$ cat src/rtl/sram_arbiter_if.sv
// Bus bundle between the two datapath masters, the sram_arbiter and the
// SRAM macro wrapper.
//   slave  : the arbiter's view (master requests in, grants/read data out,
//            SRAM strobes out, SRAM read data in)
//   master : the opposite view, used by whatever drives the masters and
//            models the SRAM
// Master 0 / master 1 request fields: i_req, i_we, i_addr, i_wdata.
// Per-master responses: o_gnt (combinational accept), o_rvalid (read pulse).
// Shared read data: o_rdata. SRAM side: o_sram_addr/data/wen/oen, i_sram_data.
interface sram_arbiter_if #(
  parameter int BW_DATA = 64,
  parameter int BW_ADDR = 6
);
  logic               i_req0;
  logic               i_we0;
  logic [BW_ADDR-1:0] i_addr0;
  logic [BW_DATA-1:0] i_wdata0;
  logic               o_gnt0;
  logic               o_rvalid0;

  logic               i_req1;
  logic               i_we1;
  logic [BW_ADDR-1:0] i_addr1;
  logic [BW_DATA-1:0] i_wdata1;
  logic               o_gnt1;
  logic               o_rvalid1;

  logic [BW_DATA-1:0] o_rdata;

  logic [BW_ADDR-1:0] o_sram_addr;
  logic [BW_DATA-1:0] o_sram_data;
  logic               o_sram_wen;
  logic               o_sram_oen;
  logic [BW_DATA-1:0] i_sram_data;

  modport slave (
    input  i_req0, i_we0, i_addr0, i_wdata0,
    input  i_req1, i_we1, i_addr1, i_wdata1,
    output o_gnt0, o_rvalid0, o_gnt1, o_rvalid1, o_rdata,
    output o_sram_addr, o_sram_data, o_sram_wen, o_sram_oen,
    input  i_sram_data
  );

  modport master (
    output i_req0, i_we0, i_addr0, i_wdata0,
    output i_req1, i_we1, i_addr1, i_wdata1,
    input  o_gnt0, o_rvalid0, o_gnt1, o_rvalid1, o_rdata,
    input  o_sram_addr, o_sram_data, o_sram_wen, o_sram_oen,
    output i_sram_data
  );
endinterface

$ cat src/rtl/sram_arbiter.sv
// Two-master round-robin arbiter and access sequencer for the banked SRAM.
// One SRAM access is issued per cycle in grant order; read data comes back
// to the requesting master a fixed RD_LAT+2 cycles after its grant.
// Ports:
//   i_clk : rising-edge clock
//   i_rst : synchronous active-high reset
//   bus   : sram_arbiter_if.slave (master requests/responses + SRAM strobes)
// Parameters:
//   BW_DATA : data width (SRAM word width)
//   BW_ADDR : word address width
//   RD_LAT  : SRAM read latency from oen to valid i_sram_data, 1..4
module sram_arbiter #(
  parameter int BW_DATA = 64,
  parameter int BW_ADDR = 6,
  parameter int RD_LAT  = 1
) (
  input  logic          i_clk,
  input  logic          i_rst,
  sram_arbiter_if.slave bus
);

  typedef enum logic {
    PRI_M0 = 1'b0,
    PRI_M1 = 1'b1
  } pri_e;

  pri_e               pri_q, pri_d;
  logic               gnt0, gnt1;

  logic               sel_we;
  logic [BW_ADDR-1:0] sel_addr;
  logic [BW_DATA-1:0] sel_wdata;

  logic               sram_wen_q, sram_oen_q;
  logic [BW_ADDR-1:0] sram_addr_q;
  logic [BW_DATA-1:0] sram_data_q;
  logic               issue_id_q;    // master that owns the access on the SRAM pins

  logic [RD_LAT-1:0]  tag_valid_q;
  logic [RD_LAT-1:0]  tag_id_q;

  logic               rvalid0_q, rvalid1_q;
  logic [BW_DATA-1:0] rdata_q;

  // Arbitration and priority-pointer update.
  always_comb begin
    // NOTE: every output of a combinational block gets a default first, so
    // no path through the ifs can leave a value unassigned and infer a latch.
    gnt0  = 1'b0;
    gnt1  = 1'b0;
    pri_d = pri_q;
    if (!i_rst) begin
      if (bus.i_req0 && (!bus.i_req1 || pri_q == PRI_M0)) begin
        gnt0 = 1'b1;
      end else if (bus.i_req1) begin
        gnt1 = 1'b1;
      end
    end
    // Pointer moves to the loser after every grant, holds otherwise.
    if (gnt0) begin
      pri_d = PRI_M1;
    end else if (gnt1) begin
      pri_d = PRI_M0;
    end
  end

  assign sel_we    = gnt1 ? bus.i_we1    : bus.i_we0;
  assign sel_addr  = gnt1 ? bus.i_addr1  : bus.i_addr0;
  assign sel_wdata = gnt1 ? bus.i_wdata1 : bus.i_wdata0;

  // Priority pointer and issue stage.
  always_ff @(posedge i_clk) begin
    // NOTE: state registers use non-blocking assignments so every flop
    // samples the pre-edge values, independent of statement order.
    if (i_rst) begin
      pri_q       <= PRI_M0;
      sram_wen_q  <= 1'b0;
      sram_oen_q  <= 1'b0;
      sram_addr_q <= '0;
      sram_data_q <= '0;
      issue_id_q  <= 1'b0;
    end else begin
      pri_q <= pri_d;
      if (gnt0 || gnt1) begin
        sram_wen_q  <= sel_we;
        sram_oen_q  <= ~sel_we;
        sram_addr_q <= sel_addr;
        sram_data_q <= sel_wdata;
        issue_id_q  <= gnt1;
      end else begin
        // Idle cycle: strobes drop, address and data bus hold.
        sram_wen_q <= 1'b0;
        sram_oen_q <= 1'b0;
      end
    end
  end

  // Read tag pipeline: stage 0 lines up with the cycle after oen, the last
  // stage with the cycle in which i_sram_data is valid.
  always_ff @(posedge i_clk) begin
    if (i_rst) begin
      tag_valid_q <= '0;
    end else begin
      tag_valid_q[0] <= sram_oen_q;
      for (int i = 1; i < RD_LAT; i++) begin
        tag_valid_q[i] <= tag_valid_q[i-1];
      end
    end
  end

  // NOTE: the master-id payload is only meaningful alongside its valid bit,
  // so it carries no reset; only the valid bits are cleared.
  always_ff @(posedge i_clk) begin
    tag_id_q[0] <= issue_id_q;
    for (int i = 1; i < RD_LAT; i++) begin
      tag_id_q[i] <= tag_id_q[i-1];
    end
  end

  // Read return: capture SRAM data as the tag emerges and steer the pulse.
  always_ff @(posedge i_clk) begin
    if (i_rst) begin
      rvalid0_q <= 1'b0;
      rvalid1_q <= 1'b0;
      rdata_q   <= '0;
    end else begin
      rvalid0_q <= tag_valid_q[RD_LAT-1] & ~tag_id_q[RD_LAT-1];
      rvalid1_q <= tag_valid_q[RD_LAT-1] &  tag_id_q[RD_LAT-1];
      if (tag_valid_q[RD_LAT-1]) begin
        rdata_q <= bus.i_sram_data;
      end
    end
  end

  assign bus.o_gnt0      = gnt0;
  assign bus.o_gnt1      = gnt1;
  assign bus.o_rvalid0   = rvalid0_q;
  assign bus.o_rvalid1   = rvalid1_q;
  assign bus.o_rdata     = rdata_q;
  assign bus.o_sram_addr = sram_addr_q;
  assign bus.o_sram_data = sram_data_q;
  assign bus.o_sram_wen  = sram_wen_q;
  assign bus.o_sram_oen  = sram_oen_q;

endmodule

$ cat src/flat_wrapper.sv
// flat-port wrapper written by rule: the top's interface ports become plain ports
module sram_arbiter_flat 
#(
  parameter int BW_DATA = 64,
  parameter int BW_ADDR = 6,
  parameter int RD_LAT  = 1
)
  (i_clk, i_rst, bus_i_req0, bus_i_we0, bus_i_addr0, bus_i_wdata0, bus_i_req1, bus_i_we1, bus_i_addr1, bus_i_wdata1, bus_o_gnt0, bus_o_rvalid0, bus_o_gnt1, bus_o_rvalid1, bus_o_rdata, bus_o_sram_addr, bus_o_sram_data, bus_o_sram_wen, bus_o_sram_oen, bus_i_sram_data);
  sram_arbiter_if #(.BW_DATA(BW_DATA), .BW_ADDR(BW_ADDR)) bus_i ();
  input  logic i_clk;
  input  logic i_rst;
  input wire logic [$bits(bus_i.i_req0)-1:0] bus_i_req0;
  input wire logic [$bits(bus_i.i_we0)-1:0] bus_i_we0;
  input wire logic [$bits(bus_i.i_addr0)-1:0] bus_i_addr0;
  input wire logic [$bits(bus_i.i_wdata0)-1:0] bus_i_wdata0;
  input wire logic [$bits(bus_i.i_req1)-1:0] bus_i_req1;
  input wire logic [$bits(bus_i.i_we1)-1:0] bus_i_we1;
  input wire logic [$bits(bus_i.i_addr1)-1:0] bus_i_addr1;
  input wire logic [$bits(bus_i.i_wdata1)-1:0] bus_i_wdata1;
  output wire logic [$bits(bus_i.o_gnt0)-1:0] bus_o_gnt0;
  output wire logic [$bits(bus_i.o_rvalid0)-1:0] bus_o_rvalid0;
  output wire logic [$bits(bus_i.o_gnt1)-1:0] bus_o_gnt1;
  output wire logic [$bits(bus_i.o_rvalid1)-1:0] bus_o_rvalid1;
  output wire logic [$bits(bus_i.o_rdata)-1:0] bus_o_rdata;
  output wire logic [$bits(bus_i.o_sram_addr)-1:0] bus_o_sram_addr;
  output wire logic [$bits(bus_i.o_sram_data)-1:0] bus_o_sram_data;
  output wire logic [$bits(bus_i.o_sram_wen)-1:0] bus_o_sram_wen;
  output wire logic [$bits(bus_i.o_sram_oen)-1:0] bus_o_sram_oen;
  input wire logic [$bits(bus_i.i_sram_data)-1:0] bus_i_sram_data;
  assign bus_i.i_req0 = bus_i_req0;
  assign bus_i.i_we0 = bus_i_we0;
  assign bus_i.i_addr0 = bus_i_addr0;
  assign bus_i.i_wdata0 = bus_i_wdata0;
  assign bus_i.i_req1 = bus_i_req1;
  assign bus_i.i_we1 = bus_i_we1;
  assign bus_i.i_addr1 = bus_i_addr1;
  assign bus_i.i_wdata1 = bus_i_wdata1;
  assign bus_o_gnt0 = bus_i.o_gnt0;
  assign bus_o_rvalid0 = bus_i.o_rvalid0;
  assign bus_o_gnt1 = bus_i.o_gnt1;
  assign bus_o_rvalid1 = bus_i.o_rvalid1;
  assign bus_o_rdata = bus_i.o_rdata;
  assign bus_o_sram_addr = bus_i.o_sram_addr;
  assign bus_o_sram_data = bus_i.o_sram_data;
  assign bus_o_sram_wen = bus_i.o_sram_wen;
  assign bus_o_sram_oen = bus_i.o_sram_oen;
  assign bus_i.i_sram_data = bus_i_sram_data;
  sram_arbiter #(.BW_DATA(BW_DATA), .BW_ADDR(BW_ADDR), .RD_LAT(RD_LAT)) u_core (.i_clk(i_clk), .i_rst(i_rst), .bus(bus_i));
endmodule
$ cat config.mk
export PLATFORM = sky130hd
export DESIGN_NAME = sram_arbiter_flat
export DESIGN_NICKNAME = d
export VERILOG_FILES = /design/src/rtl/sram_arbiter_if.sv /design/src/rtl/sram_arbiter.sv /design/src/flat_wrapper.sv
export SDC_FILE = /design/constraint.sdc
export NUM_CORES = 1
export LEC_CHECK = 0
export BUFFER_PORTS_ARGS = -buffer_cell sky130_fd_sc_hd__buf_2
export CAP_MARGIN = 10
export CELL_PAD_IN_SITES_DETAIL_PLACEMENT = 1
export CELL_PAD_IN_SITES_GLOBAL_PLACEMENT = 1
export CORE_UTILIZATION = 28
export CTS_CLUSTER_SIZE = 10
export DETAILED_ROUTE_END_ITERATION = 7
export PLACE_DENSITY = 0.77
export SYNTH_ARGS = -nofsm -noshare
export SYNTH_HDL_FRONTEND = slang
export SYNTH_SLANG_ARGS = --single-unit
export TNS_END_PERCENT = 20
$ cat constraint.sdc
create_clock -name i_clk -period 1.4 [get_ports i_clk]
set_clock_uncertainty 0.2 [all_clocks]
set_input_delay 0.14 -clock i_clk [delete_from_list [all_inputs] [get_ports i_clk]]
set_output_delay 0.14 -clock i_clk [all_outputs]
set_load 0.02 [all_outputs]
Word-level counts from Yosys, hierarchy flattened
Cells that the tools add are included.

Flip-flop bits (word level): 142. Input port bits: 210. Output and inout port bits: 140. Logic and storage cells: 33.

Muxes and demuxes: 10. Bitwise gates (word level): 6. Reduce and logical (&&, ||, !) cells: 6.

Operators with widths (number): 64-bit 2-to-1 mux (1); 1-bit 2-to-1 mux (8); 6-bit 2-to-1 mux (1); 1-bit inverter (4); 1-bit AND (2); 1-bit logical OR (2); 2-bit nonzero test (1); 2-bit OR reduction (1); 1-bit logical AND (1); 1-bit zero test (1).

Longest topological paths before layout
Word-level depth: 8. Mapped depth: 6. Depth with buffers taken out: 3.

Worst setup path after synthesis
No wires, ideal clock.

Path type: input to output. Start point: input i_rst. End point: output bus_o_gnt0. Arrival time: 1.343 ns. Path slack: -0.283 ns. Cell stages on the path: 5. Path through: buf_2 -> buf_2 -> buf_2 -> buf_2 -> a211oi_1.

Longest elaborated chain between the ends: 1.

Ends and longest elaborated chain: from (decl) (RTL line flat_wrapper.sv:11) `input logic i_rst;`; 1-bit 2-to-1 mux (RTL line sram_arbiter.sv:52) `if (!i_rst) begin`; to (decl) (RTL line flat_wrapper.sv:20) `output wire logic [$bits(bus_i.o_gnt0)-1:0] bus_o_gnt0;`.

No other way between the ends.

Worst setup path after layout
Start point: register u_core.pri_q. End point: register u_core.sram_data_q[11], in the netlist u_core.bus.o_sram_data[11].

Longest elaborated chain between the ends: 6. Elaborated cells on any way between the ends: 9. Those cells by class: mux (5); bitwise (1); reduce/logical (3).

Ends and longest elaborated chain: from (decl) (RTL line sram_arbiter.sv:27) `pri_e pri_q, pri_d;`; from (signal assigned) (RTL line sram_arbiter.sv:83) `pri_q <= pri_d;`; 1-bit inverter (*) (RTL line sram_arbiter.sv:53) `if (bus.i_req0 && (!bus.i_req1 || pri_q == PRI_M0)) begin`; 1-bit logical OR (*) (RTL line sram_arbiter.sv:53); 1-bit logical AND (*) (RTL line sram_arbiter.sv:53); 1-bit 2-to-1 mux (RTL line sram_arbiter.sv:53); 1-bit 2-to-1 mux (RTL line sram_arbiter.sv:52); 64-bit 2-to-1 mux / 1-bit logical OR (equally long branches) (RTL line sram_arbiter.sv:69, sram_arbiter.sv:84); to (signal assigned) (RTL line sram_arbiter.sv:88) `sram_data_q <= sel_wdata;`; to (decl) (RTL line sram_arbiter.sv:36) `logic [BW_DATA-1:0] sram_data_q;`.

Every way passes the cells marked *; elsewhere a longest branch is shown, timed or not. A chain may end at the register's enable or synchronous reset.

==> results.md <==
- First-pass GRT wire length: 43680 um
- Layout cell share with drive strength beyond 1: 39.89%
- Rows: 52
- CP Max Fanout: 23
- Number of max-cap violations: 0
- Nets: 1320
- Gp weighted congestion: 0.7501
- Synth warn: 0
- Switching power: 3.465 mW
- Total Power: 11.76 mW
- Initial Util: 28.73%
- Comb pwr share: 20.9%
- Final WS setup: -0.2319 ns
- Hold Vio Cnt, Final: 0
- Worst setup SP type: flop
- Initial DRC Count: 284
- Gr ovfl total: 0
- Die Y: 146.3 um
- Buffers on Ports: 349
- Post-Syn Area: roughly 0.0058 sq mm
- Worst Setup SP: u_core.pri_q$_SDFFE_PP0P_
- DRC violations left: 0
- IO Pins: 350
- H-tree depth: 4
- Synth Area in Compound Gates: ~13%
- Clock Power Share: about two fifths
- Status: finished with violations
- Tcrit/Tclk final: 116.6%
- Relative max-transition margin: 74.88%
- Drt via density: ~5.0
- Syn Area/Cell: between 10 and 15 sq um
- Largest family of logic cells by synthesized area: simple AND/OR/NAND/NOR gates
- Fmax: 0.6128 GHz
- Placed Area: roughly 0.008 sq mm
- Worst vdd ir: 0.7368 mV
- Final Slew Violations: 0
- Clock Sinks: 142
- Simple-Gate Fraction of Synth Area: between 20% and 30%
- Placeable Area: a little over 0.02 sq mm
- Cts bufs inserted: 17
- Filler cells: 2258
- Clock Latency Late Sink: 0.41 ns
- CP Class: reg -> reg
- CTS tree: yes
- Slew @ Worst Pin: 0.3759 ns
- Die X: 146.3 um
- Post-route ant nets: 0
- R2r startpoint: u_core.pri_q$_SDFFE_PP0P_
- Finished Layout Cells: 1394
- Bufs and invs on worst path: 2
- CTS Buffer Depth: 2
- Vias in the first global route: about 7800
- Largest delay share family, worst path: simple AND/OR/NAND/NOR gates
- HP Start: bus_i_addr0[5]
- Power Density: 1069 mW/mm^2
- Req. time, crit path: 1.49 ns
- Most common cell after layout, fill and taps aside: buf_2
- Drt pass-1 iters: 5
- Area Growth Syn to Fin: 88.65%
- Internal: 8.295 mW
- Vias: 6932
- WP data arrival: 1.72 ns
- Dpl hpwl: 14430 um
- XOR/XNOR share of the synthesized area: 0%
- RSZ-0062 raised after global routing: true
- Register area: 0.002848 sq mm
- Final wirelength: 29070 um
- Mux contribution to synthesized area: 10.98%
- Leak: 5.181 nW
- Sw Ratio: a little under 30%
- Setup-failing EPs final: 74
- Hold Crit Class: in -> reg
- Mapped Cells: between 500 and 600
- CP peak stage delay: 0.32 ns
- Placed insts: approximately 1200
- Failing checks: setup timing
- Largest net degree at the start of global routing: 68
- Clk slew on worst S/H paths: 0.07 ns
- Core Util, Final: 54.20%
- Critical path cell sequence: nand2b_4 -> buf_12 -> buf_16 -> and3_4 -> a221o_1
- Routed WL per cell: around 21 um
- DIE AREA: 0.02141 sq mm
- Final non-filler cell area: 0.01100 sq mm
- Worst path slowest cell: dfxtp_2
- Flop pwr share: 38.0%
- Post-synthesis sequential area ratio: 48.74%
- Area of the multi-input gates: 0.002825 sq mm
- Synth cell types: 23
- Synth Area in Adders: 0%
- Worst Setup End Kind: flop
- Yosys reg bits: 142
- Crit path time final: 1.632 ns
- Total track usage: 26.15%
- Initial antenna violation count: 1
- Leading cell types in the layout, fill and taps excluded: buf_2 (346), dlygate4sd3_1 (204), dfxtp_1 (140), nor3b_1 (71), a221o_1 (70)
- Syn Nets: 773
- Root Driver: clkbuf_16
[final timing paths]
path | cells after the start | slack [ns] | to
max | 5 | -0.23 | u_core.bus.o_sram_data[11]$_SDFFE_PP0P_
min | 3 | 0.02 | u_core.bus.o_sram_addr[5]$_SDFFE_PP0P_
max reg2reg | 5 | -0.23 | u_core.bus.o_sram_data[11]$_SDFFE_PP0P_
min reg2reg | 0 | 0.16 | u_core.tag_id_q$_DFF_P_
[area by class of cell]
type,instances,area share [%]
repair buffers,589,39.58
multi-input cells,357,25.68
diodes,1,0.02275
well taps,270,3.071
clock buffers,17,3.867
flip-flops and latches,142,25.88
clock inverters,15,1.751
inverters,3,0.1478
[metal layers]
layer,routed length [um],vias to the layer above,share of wire (%),track usage (%)
met3,1847,71,6.4,7.156
li1,-,3171,-,-
met2,14830,325,51,47.62
met5,0,-,0,0
met4,1064,0,3.7,11.56
met1,11330,3365,39,28.13
[flip-flops by register name (all words and copies together), names as in the netlist]
name and cells:
u_core.pri_q 1, u_core.tag_id_q 1, u_core.tag_valid_q 1, u_core.bus.o_sram_wen 1, u_core.bus.o_rvalid1 1, u_core.bus.o_rvalid0 1, u_core.bus.o_sram_addr 6, u_core.bus.o_sram_oen 1
u_core.bus.o_rdata 64, u_core.issue_id_q 1, u_core.bus.o_sram_data 64
[kinds of logic (layout without fill, tap and decap cells)]
group                  after synthesis  count (layout)
flip-flops                         142             142
multiplexers                        64              64
buffers and inverters               64             624
other                                0               1
AO/OA/AOI/OAI                       75              75
AND/OR/NAND/NOR                    218             218
[cell usage after synthesis (all sizes together)]
master / number / area, sq um
nor3: 1 / 10.01
nand2: 3 / 18.77
clkbuf: 34 / 128.9
a221o: 70 / 700.7
a21oi: 2 / 10.01
and3: 72 / 450.4
nand2b: 2 / 12.51
nor3b: 71 / 533.0
buf: 27 / 181.4
a211oi: 1 / 7.510
mux2i: 64 / 640.6
nor4: 1 / 6.260
nor2b: 2 / 12.51
nor2: 66 / 250.2
o21a: 1 / 7.510
a21boi: 1 / 7.510
dfxtp: 142 / 2843
inv: 3 / 11.26
[power by group through the flow]
stage	Sequential (mW)	Combinational [mW]	Clock (mW)
after global routing	4.49	2.58	5.09
after floorplan	4.83	0.675	0
after global placement	4.53	1.73	0
final	4.47	2.45	4.84
after detailed placement	4.53	1.76	0
after CTS	4.44	2.29	4.88
[metrics by stage]
stage	setup WS [ns]	setup TNS, ns	hold slack, ns
after global placement	-0.07378	-4.196	0.1441
after global routing	-0.2595	-14.52	0.04807
after detailed placement	-0.1122	-6.229	0.1632
final	-0.2319	-12.24	0.01707
after CTS	-0.2291	-12.40	0.0008563
after floorplan	-0.04880	-4.815	0.07596
[timing repair]
item / 4_1_cts / 5_1_grt
resized for setup: 12 / 31
setup endpoints to repair: 72 / 75
gates cloned: 3 / 1
pin swaps: 0 / 16
hold buffers: 204 / 0
setup buffers: 3 / 0
endpoints found under the hold margin: 138 / 0
[tightest hold or removal path, delay by kind of cell]
family | cells | cell delay (ns)
compound gates | 1 | 0.17
buf+inv | 1 | 0.09
simple gates | 1 | 0.21
(Power assumes the default switching activity.)
